<file path="src/rtl/prog_loader.sv">
// prog_loader: word-serial program/data image loader.
// Each rising edge with Jen=1 captures one Jin word. The first DEPTH words go
// to data memory at addresses DEPTH-1 down to 0. The next DEPTH words go to
// instruction memory in the same order. The pipeline is held stalled while
// loading, and load_done flags that a complete image has been written.
//
// Handshake: Jen is a valid-only strobe and there is no backpressure. Every
// edge with Jen=1 is a capture. Jen=0 pauses the loader, with state and
// address held. The memory write strobes are presented for one cycle after
// the capture edge, and the memory commits the write on the following edge.
module prog_loader #(
    parameter int DEPTH  = 512,
    parameter int ADDR_W = 9,
    parameter int WORD_W = 32
) (
    input  logic              clk,
    input  logic              rst,
    input  logic              Jen,
    input  logic [WORD_W-1:0] Jin,
    output logic [WORD_W-1:0] Jout,
    output logic              dmem_we,
    output logic [ADDR_W-1:0] dmem_addr,
    output logic [WORD_W-1:0] dmem_wdata,
    output logic              imem_we,
    output logic [ADDR_W-1:0] imem_addr,
    output logic [WORD_W-1:0] imem_wdata,
    output logic              cpu_hold,
    output logic              load_done
);

    typedef enum logic [1:0] {
        IDLE   = 2'd0,
        LOAD_D = 2'd1,
        LOAD_I = 2'd2,
        DONE   = 2'd3
    } state_t;

    localparam logic [ADDR_W-1:0] CNT_TOP = ADDR_W'(DEPTH - 1);
    localparam logic [ADDR_W-1:0] CNT_ONE = ADDR_W'(1);

    state_t              state_q,      state_d;
    logic [ADDR_W-1:0]   cnt_q,        cnt_d;
    logic [WORD_W-1:0]   jout_q,       jout_d;
    logic                dmem_we_q,    dmem_we_d;
    logic [ADDR_W-1:0]   dmem_addr_q,  dmem_addr_d;
    logic [WORD_W-1:0]   dmem_wdata_q, dmem_wdata_d;
    logic                imem_we_q,    imem_we_d;
    logic [ADDR_W-1:0]   imem_addr_q,  imem_addr_d;
    logic [WORD_W-1:0]   imem_wdata_q, imem_wdata_d;
    logic                cpu_hold_q,   cpu_hold_d;
    logic                load_done_q,  load_done_d;

    // Next-state and registered-output logic. A capture always writes at the
    // current count. The count reloads at 0 and never wraps.
    always_comb begin
        state_d      = state_q;
        cnt_d        = cnt_q;
        jout_d       = jout_q;
        dmem_we_d    = 1'b0;
        dmem_addr_d  = dmem_addr_q;
        dmem_wdata_d = dmem_wdata_q;
        imem_we_d    = 1'b0;
        imem_addr_d  = imem_addr_q;
        imem_wdata_d = imem_wdata_q;
        cpu_hold_d   = cpu_hold_q;
        load_done_d  = load_done_q;

        if (Jen) begin
            jout_d      = Jin;
            // Every capture leads into loading or is the final imem strobe
            // cycle, so the stall stays up through it.
            cpu_hold_d  = 1'b1;
            load_done_d = 1'b0;
            case (state_q)
                IDLE, DONE: begin
                    // cnt already sits at DEPTH-1 here (reset value or reload).
                    dmem_we_d    = 1'b1;
                    dmem_addr_d  = cnt_q;
                    dmem_wdata_d = Jin;
                    cnt_d        = cnt_q - CNT_ONE;
                    state_d      = LOAD_D;
                end
                LOAD_D: begin
                    dmem_we_d    = 1'b1;
                    dmem_addr_d  = cnt_q;
                    dmem_wdata_d = Jin;
                    if (cnt_q == '0) begin
                        cnt_d   = CNT_TOP;
                        state_d = LOAD_I;
                    end else begin
                        cnt_d = cnt_q - CNT_ONE;
                    end
                end
                LOAD_I: begin
                    imem_we_d    = 1'b1;
                    imem_addr_d  = cnt_q;
                    imem_wdata_d = Jin;
                    if (cnt_q == '0) begin
                        cnt_d   = CNT_TOP;
                        state_d = DONE;
                    end else begin
                        cnt_d = cnt_q - CNT_ONE;
                    end
                end
                default: begin
                    state_d = IDLE;
                    cnt_d   = CNT_TOP;
                end
            endcase
        end else begin
            // Pause: nothing advances. The stall reflects whether a load is in
            // progress, and done rises on the edge that commits the last write.
            cpu_hold_d = (state_q == LOAD_D) || (state_q == LOAD_I);
            if (state_q == DONE) begin
                load_done_d = 1'b1;
            end
        end
    end

    // State and output registers. Reset drops all strobes immediately.
    always_ff @(posedge clk or negedge rst) begin
        if (!rst) begin
            state_q      <= IDLE;
            cnt_q        <= CNT_TOP;
            jout_q       <= '0;
            dmem_we_q    <= 1'b0;
            dmem_addr_q  <= '0;
            dmem_wdata_q <= '0;
            imem_we_q    <= 1'b0;
            imem_addr_q  <= '0;
            imem_wdata_q <= '0;
            cpu_hold_q   <= 1'b0;
            load_done_q  <= 1'b0;
        end else begin
            state_q      <= state_d;
            cnt_q        <= cnt_d;
            jout_q       <= jout_d;
            dmem_we_q    <= dmem_we_d;
            dmem_addr_q  <= dmem_addr_d;
            dmem_wdata_q <= dmem_wdata_d;
            imem_we_q    <= imem_we_d;
            imem_addr_q  <= imem_addr_d;
            imem_wdata_q <= imem_wdata_d;
            cpu_hold_q   <= cpu_hold_d;
            load_done_q  <= load_done_d;
        end
    end

    assign Jout       = jout_q;
    assign dmem_we    = dmem_we_q;
    assign dmem_addr  = dmem_addr_q;
    assign dmem_wdata = dmem_wdata_q;
    assign imem_we    = imem_we_q;
    assign imem_addr  = imem_addr_q;
    assign imem_wdata = imem_wdata_q;
    assign cpu_hold   = cpu_hold_q;
    assign load_done  = load_done_q;

endmodule

</file>
<file path="config.mk">
export PLATFORM = sky130hd
export DESIGN_NAME = prog_loader
export DESIGN_NICKNAME = d
export VERILOG_FILES = /design/src/rtl/prog_loader.sv
export SDC_FILE = /design/constraint.sdc
export NUM_CORES = 1
export LEC_CHECK = 0
export ABC_AREA = 1
export CAP_MARGIN = 15
export CORE_MARGIN = 5
export CORE_UTILIZATION = 40
export DETAILED_ROUTE_END_ITERATION = 16
export GPL_TIMING_DRIVEN = 0
export PLACE_DENSITY = 0.83
export SLEW_MARGIN = 20
export SYNTH_ARGS = -nofsm -noshare
export SYNTH_HDL_FRONTEND = slang
export SYNTH_SLANG_ARGS = --single-unit
</file>
<file path="constraint.sdc">
create_clock -name clk -period 1.5 [get_ports clk]
set_input_delay 0.3 -clock clk [delete_from_list [all_inputs] [get_ports clk]]
set_output_delay 0.3 -clock clk [all_outputs]
set_load 0.01 [all_outputs]
</file>
==> results.ini <==
[sta]
worstMarginPinSlew_ns = 0.547
hold_viol = 0
setup_slack_ns = 0.0758
rsz0062_at_grt = false
setup_violations = 0
fin_worst_skew_ns = 0.00868
drv_slew = 0
relSlewSlack_pct = 63.5
period_share_pct = 94.9
fin_tns_setup_ns = 0
period_needed_ns = 1.42
maxClockFrequency_mhz = 702

[drt]
wl_per_cell_um = 17.0
drt-total-wl_um = 14000
dr_total_vias = 4109
drt_pre_antenna_iters = 4
drtAntennaViolNets = 0
vias_per_cell = 4.98
drc = 0
drtIter0Drc = 375

[layout]
layout_common_cells = nand2_1, dfrtp_1, dlygate4sd2_1
drive_gt1_share_pct = 11.8
area_growth_pct = 49.3
nets = 705
num_antenna_cells = 0
final_common_cell = nand2_1

[grt]
grt_pass1_wl_um = 22400
grtUsageTotal_pct = 19.7
grt_max_degree = 73
grt_pass1_vias = 4297
grt-ovfl-total = 0
antenna_found_initial = 0

[clock_network]
cts-htree-levels = 4
cts-root-buf = clkbuf_16
cts_buffer_depth = 2
clk_latency_ns = 0.41
cts_buffers = 17
cts_tree = yes
path_clk_slew_ns = 0.06
cts_sinks = 129

[worst_setup_path]
worstPathMaxFanout = 5
critPathBufInv = 2
startpoint_type = flip-flop
crit_slowest_cell = dfstp_2
crit_required_ns = 1.82
cpPeakStageDelay_ns = 0.54
critPathTopFamily = flip-flops
crit_type = flip-flop to flip-flop
cp-end-kind = flip-flop
path_cells = inv_1 > ha_2 > nand3_2 > inv_2 > nand4_1 > nand3_1
arrival_ns = 1.75

[floorplanning]
boundaryPins = 153
row_count = 40
dieHeight_um = 120
die_area_um2 = 14500
core-area_um2 = 12000
start_util_pct = 40.7
die_w_um = 120

[yosys]
syn_area_per_cell_um2 = 9.96
synth_cell_types = 18
yosysSeqAreaShare_pct = 66.5
yosys_register_bits = 129
syn_nets = 529
synth_area_um2 = 4870
synth_cells = 489
yosysWarnings = 0

[power]
powerDensity_nw_per_um2 = 2030
ir_worst_vdd_mv = 0.793
p_leak_uw = 0.00375

[status]
outcome = complete, no violations

[placement]
place_hpwl_um = 10000
gp_congestion = 0.832
place.port_buffers = 152
place_ws_ns = -0.483

[run]
maxCapViolations = 0

[hold_path]
hold_path.class = input port to flip-flop

[routing by layer]
layer | part of all wire (%) | global-route usage [%]
met5 | 0 | 0
met4 | 2.7 | 8.85
met3 | 6.3 | 4.63
met2 | 50 | 33.4
met1 | 41 | 24.1
[sequential cells by signal, summed over array words and instances (netlist names)]
| register | cells |
|---|---|
| load_done | 1 |
| dmem_addr | 9 |
| state_q | 2 |
| dmem_we | 1 |
| imem_we | 1 |
| imem_addr | 9 |
| cpu_hold | 1 |
| cnt_q | 9 |
| Jout | 32 |
| dmem_wdata | 32 |
| imem_wdata | 32 |
[final timing paths]
path | start | end | slack (ns) | cells after the start
min in group asynchronous | rst | imem_wdata[16] | 0.44 | 2
max in group asynchronous | rst | cnt_q[0] | 0.29 | 3
min | Jen | load_done | 0.29 | 2
min reg2reg | cnt_q[8] | cnt_q[8] | 0.47 | 2
max | cnt_q[1] | cnt_q[3] | 0.08 | 6
max reg2reg | cnt_q[1] | cnt_q[3] | 0.08 | 6
[layout make-up]
cell class	count	area (um^2)
fill	981	4690
sequential	129	3240
timing repair buffer	157	1440
multi-input combinational	284	1310
clock buffer	20	467
clock inverter	12	253
inverter	51	194
buffer	25	186
tap	147	184
[power by group]
group / internal [uW] / switching [uW]
combinational: 1910 / 2430
sequential: 4740 / 709
clock: 3430 / 1530
[cell families after synthesis]
logic type / synth area share, %
flip-flops: 66.5
adder cells (fa/ha/maj): 1.28
AO/OA/AOI/OAI: 12.0
buffers and inverters: 7.01
AND/OR/NAND/NOR: 13.2
[cells in the mapped netlist]
cell	count	area, um^2
nor2_1	7	26.3
o21ai_1	41	205
ha_1	5	62.6
or2_2	1	6.26
inv_2	2	7.51
nor2_4	1	11.3
buf_6	6	67.6
buf_1	1	3.75
o21ai_0	76	380
dfstp_2	9	236
dfrtp_1	120	3000
nand4_1	2	12.5
inv_1	49	184
clkbuf_1	9	33.8
nand3_1	13	65.1
or2_1	1	6.26
buf_2	9	45.0
nand2_1	137	514
[through the flow]
stage / area, um^2 / instances / util [%] / hold WS, ns / total power (uW)
after floorplan: 4870 / 489 / - / 0.00441 / 7460
after CTS: 7230 / 823 / 60.4 / 0.451 / 14800
final: 7270 / 825 / 60.8 / 0.287 / 14700
after detailed placement: 6610 / 789 / 55.2 / 0.303 / 10500
after global placement: 6580 / 788 / 55.0 / 0.452 / 10200
after global routing: 7270 / 825 / 60.8 / 0.306 / 15600
[repair_timing]
| action | in CTS | in global routing |
|---|---|---|
| hold buffers | 1 | 0 |
| resized for setup | 133 | 16 |
| pin swaps | 0 | 2 |
| endpoints found under the hold margin | 57 | 0 |
| setup buffers | 1 | 2 |
| setup endpoints to repair | 180 | 56 |
Power figures use the tool's default switching activity.
